<file path="src/rtl/dram_pkg.sv">
// Shared widths and the FIFO entry layout for the sampler-to-DRAM packing path.
// Width helpers clamp to one bit so single-lane or single-word configurations still elaborate.
package dram_pkg;

   function automatic int clog2_min1(input int n);
      return (n > 1) ? $clog2(n) : 1;
   endfunction

   localparam int DEF_SAMPLE_WIDTH = 32;
   localparam int DEF_MEM_IF_WIDTH = 128;
   localparam int DEF_ADX_WIDTH    = 27;
   localparam int DEF_FIFO_DEPTH   = 16;
   localparam int DEF_REGION_WORDS = 1024;
   localparam int DEF_PACK         = DEF_MEM_IF_WIDTH / DEF_SAMPLE_WIDTH;

   localparam int PACK_W     = clog2_min1(DEF_PACK);
   localparam int FIFO_PTR_W = clog2_min1(DEF_FIFO_DEPTH);
   localparam int WORD_IDX_W = clog2_min1(DEF_REGION_WORDS);

   typedef struct packed {
      logic [DEF_MEM_IF_WIDTH-1:0] data;
      logic [DEF_ADX_WIDTH-1:0]    adx;
      logic [DEF_PACK-1:0]         lane_mask;
   } dram_word_t;

endpackage

</file>
<file path="src/rtl/sync_fifo_fwft.sv">
// Single-clock first-word-fall-through FIFO; the head is visible on rd_data while !empty.
// DEPTH must be a power of two so the pointers wrap naturally.
module sync_fifo_fwft #(
   parameter int WIDTH = 8,
   parameter int DEPTH = 16,
   localparam int PTR_W = (DEPTH > 1) ? $clog2(DEPTH) : 1
) (
   input  logic             clk,
   input  logic             resetn,
   input  logic             wr_en,
   input  logic [WIDTH-1:0] wr_data,
   input  logic             rd_en,
   output logic [WIDTH-1:0] rd_data,
   output logic             full,
   output logic             empty,
   output logic [PTR_W:0]   count
);

   logic [WIDTH-1:0] mem [DEPTH];
   logic [PTR_W-1:0] wr_ptr;
   logic [PTR_W-1:0] rd_ptr;
   logic             do_wr;
   logic             do_rd;

   assign empty   = (count == '0);
   assign full    = (count == (PTR_W+1)'(DEPTH));
   assign do_rd   = rd_en && !empty;
   // A full FIFO still accepts a write when the head leaves on the same edge.
   assign do_wr   = wr_en && (!full || do_rd);
   assign rd_data = empty ? '0 : mem[rd_ptr];

   always_ff @(posedge clk) begin
      if (!resetn) begin
         wr_ptr <= '0;
         rd_ptr <= '0;
         count  <= '0;
      end else begin
         if (do_wr) wr_ptr <= wr_ptr + PTR_W'(1);
         if (do_rd) rd_ptr <= rd_ptr + PTR_W'(1);
         if (do_wr && !do_rd)      count <= count + (PTR_W+1)'(1);
         else if (!do_wr && do_rd) count <= count - (PTR_W+1)'(1);
      end
   end

   always_ff @(posedge clk) begin
      if (do_wr) mem[wr_ptr] <= wr_data;
   end

endmodule

</file>
<file path="src/rtl/dram_burst_packer.sv">
// Packs samples into memory words, buffers them in a FWFT FIFO and stamps each word with a
// wrapping ring-buffer address; words arriving at a full FIFO are dropped and counted.
module dram_burst_packer
   import dram_pkg::*;
#(
   parameter int SAMPLE_WIDTH = DEF_SAMPLE_WIDTH,
   parameter int MEM_IF_WIDTH = DEF_MEM_IF_WIDTH,
   parameter int ADX_WIDTH    = DEF_ADX_WIDTH,
   parameter int ADX_STEP     = 8,
   parameter int BASE_ADX     = 0,
   parameter int REGION_WORDS = DEF_REGION_WORDS,
   parameter int FIFO_DEPTH   = DEF_FIFO_DEPTH,
   localparam int PACK = MEM_IF_WIDTH / SAMPLE_WIDTH
) (
   input  logic                         clk,
   input  logic                         resetn,
   input  logic                         sample_we,
   input  logic [SAMPLE_WIDTH-1:0]      sample_data,
   input  logic                         flush,
   input  logic                         adx_restart,
   output logic                         mem_wr_req,
   input  logic                         mem_wr_allowed,
   output logic [MEM_IF_WIDTH-1:0]      mem_wr_data,
   output logic [ADX_WIDTH-1:0]         mem_wr_adx,
   output logic [PACK-1:0]              mem_wr_lane_mask,
   output logic                         overflow,
   output logic [15:0]                  drop_count,
   output logic [$clog2(FIFO_DEPTH):0]  fill_level,
   output logic                         idle
);

   localparam int LANE_W = clog2_min1(PACK);
   localparam int IDX_W  = clog2_min1(REGION_WORDS);

   typedef struct packed {
      logic [MEM_IF_WIDTH-1:0] data;
      logic [ADX_WIDTH-1:0]    adx;
      logic [PACK-1:0]         lane_mask;
   } entry_t;

   function automatic logic [15:0] sat_inc16(input logic [15:0] v);
      return (v == 16'hFFFF) ? v : v + 16'd1;
   endfunction

   logic [LANE_W-1:0]       lane;
   logic [LANE_W:0]         filled;
   logic [MEM_IF_WIDTH-1:0] acc;
   logic [MEM_IF_WIDTH-1:0] acc_next;
   logic [MEM_IF_WIDTH-1:0] word_p0;
   logic [PACK-1:0]         mask_p0;
   logic                    push_p0;
   logic [MEM_IF_WIDTH-1:0] data_p1;
   logic [PACK-1:0]         mask_p1;
   logic                    vld_p1;

   logic [IDX_W-1:0]        word_index;
   logic                    fifo_full;
   logic                    fifo_empty;
   logic                    pop;
   logic                    push_ok;
   logic                    drop;
   entry_t                  wr_entry;
   entry_t                  head;

   // The current sample lands first, so a sample+flush pair sees the updated fill count.
   always_comb begin
      acc_next = acc;
      word_p0  = '0;
      mask_p0  = '0;
      if (sample_we) acc_next[int'(lane)*SAMPLE_WIDTH +: SAMPLE_WIDTH] = sample_data;
      filled  = {1'b0, lane} + {{LANE_W{1'b0}}, sample_we};
      push_p0 = (filled == (LANE_W+1)'(PACK)) || (flush && (filled != '0));
      for (int k = 0; k < PACK; k++) begin
         mask_p0[k] = (k < int'(filled));
         if (mask_p0[k]) word_p0[k*SAMPLE_WIDTH +: SAMPLE_WIDTH] = acc_next[k*SAMPLE_WIDTH +: SAMPLE_WIDTH];
      end
   end

   // p0 -> p1: completed or flushed word is registered here and pushed on the next edge
   always_ff @(posedge clk) begin
      if (!resetn) begin
         lane   <= '0;
         acc    <= '0;
         vld_p1 <= 1'b0;
      end else begin
         acc    <= acc_next;
         vld_p1 <= push_p0;
         if (push_p0)        lane <= '0;
         else if (sample_we) lane <= lane + LANE_W'(1);
      end
   end

   always_ff @(posedge clk) begin
      if (push_p0) begin
         data_p1 <= word_p0;
         mask_p1 <= mask_p0;
      end
   end

   // p1 -> FIFO: address is taken from word_index at the moment the push is accepted
   assign pop     = !fifo_empty && mem_wr_allowed;
   assign push_ok = vld_p1 && (!fifo_full || pop);
   assign drop    = vld_p1 && fifo_full && !pop;

   assign wr_entry.data      = data_p1;
   assign wr_entry.adx       = ADX_WIDTH'(BASE_ADX) + ADX_WIDTH'(word_index) * ADX_WIDTH'(ADX_STEP);
   assign wr_entry.lane_mask = mask_p1;

   // Dropped words leave word_index untouched so software sees the address gap.
   always_ff @(posedge clk) begin
      if (!resetn) begin
         word_index <= '0;
         overflow   <= 1'b0;
         drop_count <= '0;
      end else begin
         if (adx_restart)  word_index <= '0;
         else if (push_ok) word_index <= (word_index == IDX_W'(REGION_WORDS-1)) ? '0 : word_index + IDX_W'(1);
         if (drop) begin
            overflow   <= 1'b1;
            drop_count <= sat_inc16(drop_count);
         end
      end
   end

   sync_fifo_fwft #(
      .WIDTH ($bits(entry_t)),
      .DEPTH (FIFO_DEPTH)
   ) u_fifo (
      .clk     (clk),
      .resetn  (resetn),
      .wr_en   (push_ok),
      .wr_data (wr_entry),
      .rd_en   (pop),
      .rd_data (head),
      .full    (fifo_full),
      .empty   (fifo_empty),
      .count   (fill_level)
   );

   assign mem_wr_req       = !fifo_empty;
   assign mem_wr_data      = head.data;
   assign mem_wr_adx       = head.adx;
   assign mem_wr_lane_mask = head.lane_mask;
   assign idle             = fifo_empty && (lane == '0) && !vld_p1;

endmodule

</file>
<file path="config.mk">
export PLATFORM = sky130hd
export DESIGN_NAME = dram_burst_packer
export DESIGN_NICKNAME = d
export VERILOG_FILES = /design/src/rtl/dram_pkg.sv /design/src/rtl/sync_fifo_fwft.sv /design/src/rtl/dram_burst_packer.sv
export SDC_FILE = /design/constraint.sdc
export NUM_CORES = 2
export LEC_CHECK = 0
export CORE_MARGIN = 5
export CORE_UTILIZATION = 60
export CTS_BUF_LIST = sky130_fd_sc_hd__clkbuf_16
export DETAILED_ROUTE_END_ITERATION = 16
export PLACE_DENSITY = 0.77
export REMOVE_ABC_BUFFERS = 1
export SYNTH_ARGS = -nofsm -noshare
export SYNTH_HDL_FRONTEND = slang
export SYNTH_SLANG_ARGS = --single-unit
</file>
<file path="constraint.sdc">
create_clock -name clk -period 26.7 [get_ports clk]
set_clock_uncertainty 0.1 [all_clocks]
set_input_delay 5.34 -clock clk [delete_from_list [all_inputs] [get_ports clk]]
set_output_delay 5.34 -clock clk [all_outputs]
set_load 0.05 [all_outputs]
</file>
==> flow_metrics.tcl <==
set metrics [dict create \
    outcome "finished clean" \
    min_period_ns 11.54 \
    hold_class "register to register" \
    gp_congestion 0.7543 \
    grt_max_degree 147 \
    grt_pass1_vias 48870 \
    stdcell_area_um2 109200 \
    ys.flop_type "edfxtp_1" \
    drc_errors 0 \
    clock_latency_ns 0.86 \
    rsz0062_at_grt "no" \
    power.total_w 0.01042 \
    viasPerCell 6.711 \
    clock_path_buffers 3 \
    port_buffers 203 \
    grtUsageMet1 0.3885 \
    nFillCells 9634 \
    layout-drive-gt1-share 0.2066 \
    dp_cells 6674 \
    async_flop_share 0 \
    ys_ff_latch 2579 \
    avgSynthCellArea_um2 21.68 \
    clk_pin_slew_ns 0.06 \
    synth_seq_area_share 0.7799 \
    wl_um 231600 \
    cts_setup_buffers 0 \
    grtUsageMet3 0.06069 \
    wl_per_cell_um 32.46 \
    slew_violations 0 \
    final_nets 4811 \
    core_um2 160800 \
    cts_max_level 4 \
    crit_required_ns 21.26 \
    cp_max_fo 43 \
    use_met2 0.4371 \
    synth_edf_count 2404 \
    fmax_mhz 86.68 \
    grt_pass1_wl_um 335900 \
    cts_tree "done" \
    cts_buffers 237 \
    drt_iter0_drc 6334 \
    die_area_um2 169900 \
    dp_hpwl_um 113900 \
    ant_nets 0 \
    cp.arrival_ns 6.10 \
    syn_area_um2 97050 \
    antenna_found_initial 13 \
    worstSetupEndpointType "output port" \
    drt-pass1-iter-count 8 \
    hold_viol 0 \
    grt-busiest-layer "met2" \
    via_count 47900 \
    post_cts_resized 0 \
    die_x_um 412.2 \
    ir_drop_mv 0.08043 \
    synth.distinct_cells 49 \
    rows 147 \
    synth_cells 4476 \
    io_pins 221 \
    overflow 0 \
    crit_path_start_kind "register" \
    area_growth_syn_to_layout_pct 12.47 \
    tightest_slew_ns 1.246 \
    dpl_cell_area_um2 101600 \
    finalCritPeriodShare 0.4321 \
    start_util 0.6037 \
    setup_viol 0 \
    drv_cap 0 \
    fp.dieH_um 412.2 \
    cts-root-buf "clkbuf_16" \
    clock-sinks 2579 \
    maxSlewHeadroom 0.1692 \
    track_usage 0.2753 \
    ctsHoldBuffers 0 \
    synth-warning-count 0 \
    p_per_area_nw_per_um2 95.48 \
    path_class "register to output port" \
    power_leakage_nw 33.39 \
    fin_cells 7137 \
]
[sequential cells by signal (all words and copies together) (netlist names), named ones only]
register	count
overflow	1
acc	128
u_fifo.count	5
mask_p1	4
word_index	10
lane	2
u_fifo.mem	2272
u_fifo.rd_ptr	4
drop_count	16
vld_p1	1
u_fifo.wr_ptr	4
data_p1	128
[synthesized netlist by cell type, types with 2 or more instances]
| library cell | n | share of area |
|---|---|---|
| xnor2_1 | 4 | 0.00036 |
| nor2b_1 | 32 | 0.0021 |
| o22ai_1 | 142 | 0.0092 |
| and2_1 | 3 | 0.00019 |
| xor2_1 | 8 | 0.00072 |
| a21o_1 | 2 | 0.00015 |
| edfxtp_1 | 2404 | 0.74 |
| buf_1 | 21 | 0.00081 |
| nand2_1 | 24 | 0.00093 |
| nor3_1 | 8 | 0.00041 |
| and3_1 | 3 | 0.00019 |
| o21ai_1 | 5 | 0.00026 |
| o21ai_2 | 2 | 0.00018 |
| o2111ai_1 | 2 | 0.00018 |
| dfxtp_1 | 175 | 0.036 |
| nand4_1 | 5 | 0.00032 |
| inv_2 | 2 | 0.000077 |
| buf_4 | 19 | 0.0015 |
| ha_1 | 19 | 0.0024 |
| o21ai_0 | 4 | 0.00021 |
| nor4b_2 | 3 | 0.00046 |
| o31ai_1 | 15 | 0.0012 |
| inv_1 | 14 | 0.00054 |
| a22oi_1 | 128 | 0.0099 |
| or4_1 | 13 | 0.0010 |
| clkbuf_1 | 131 | 0.0051 |
| nand3_1 | 10 | 0.00052 |
| a21oi_1 | 25 | 0.0013 |
| nor2_1 | 259 | 0.010 |
| and4_1 | 5 | 0.00045 |
| mux2i_1 | 289 | 0.030 |
| buf_2 | 100 | 0.0052 |
| o211ai_2 | 2 | 0.00026 |
| o21a_1 | 4 | 0.00031 |
| nand2b_1 | 7 | 0.00045 |
| mux4_2 | 568 | 0.13 |
| or3_1 | 7 | 0.00045 |
[placed cells by master (no fill, tap or decap), types with 6 or more instances in the layout]
cell and instances:
buf_12 8, nor2_4 13, inv_1 96, nand3_1 10, or3_1 7, buf_4 82, a21oi_1 25, nor2b_1 32
nor2_1 246, dfxtp_1 172, clkinv_1 42, ha_1 17, conb_1 17, or4_1 13, clkdlybuf4s50_1 203, a22oi_1 128
inv_6 6, nand2b_1 6, bufinv_16 19, diode_2 11, o31ai_1 15, nand2_1 20, xor2_1 8, mux2i_1 289
clkinv_2 38, mux4_2 568, clkbuf_16 238, clkinvlp_4 11, o22ai_1 142, edfxtp_1 2404
[stage by stage]
stage,setup TNS [ns],setup slack (ns),hold slack (ns),utilization
CTS,0,14.93,0.3837,0.6788
global placement,0,15.97,0.3569,0.6322
detailed placement,0,15.92,0.3644,0.6322
global route,0,14.60,0.4212,0.6789
finish,0,15.16,0.3893,0.6790
floorplan,-611.13,-4.304,0.3603,-
[critical path, stage by stage, from the launching register on]
cell and delay [ns]:
dfxtp_4 0.84, buf_4 0.82, buf_4 0.86, buf_4 0.84
mux2i_1 0.23, o22ai_1 0.52, clkdlybuf4s50_1 0.93
[final timing paths]
kind / from / to / slack (ns) / cells after the start
worst max register to register: u_fifo.count[0] / u_fifo.mem[6][122] / 21.94 / 7
worst min-delay path: overflow / overflow / 0.39 / 2
worst max-delay path: register / mem_wr_data[94] / 15.16 / 6
worst min register to register: overflow / overflow / 0.39 / 2
[final cells by class]
| type | count | area, um^2 | share of cell area |
|---|---|---|---|
| well taps | 2160 | 2703 | 0.02476 |
| flip-flops and latches | 2579 | 75700 | 0.6936 |
| diodes | 11 | 27.53 | 0.0002522 |
| repair buffers | 293 | 2808 | 0.02572 |
| inverters | 16 | 70.07 | 0.0006419 |
| clock buffers | 238 | 5956 | 0.05456 |
| multi-input cells | 1626 | 20340 | 0.1863 |
| clock inverters | 214 | 1548 | 0.01418 |
[logic make-up after synthesis]
| logic type | synth area share |
|---|---|
| other cells | 0.00003864 |
| flops | 0.7799 |
| simple gates | 0.01833 |
| compound gates | 0.02323 |
| xor+xnor | 0.001083 |
| buf+inv | 0.01312 |
| mux | 0.1616 |
| fa+ha+maj | 0.002656 |
[metal layers]
metal	routed length, um	share of wire
met5	23	0.000099
met4	7181	0.031
met3	24790	0.11
met2	113400	0.49
met1	86270	0.37
[power by group]
group	switching [W]	total [W]	internal, W
clock	0.00144	0.00324	0.00180
combinational	0.00154	0.00258	0.00104
sequential	0.000101	0.00460	0.00450
total	0.00308	0.0104	0.00734
No activity file was read; power rests on OpenSTA's default activity.
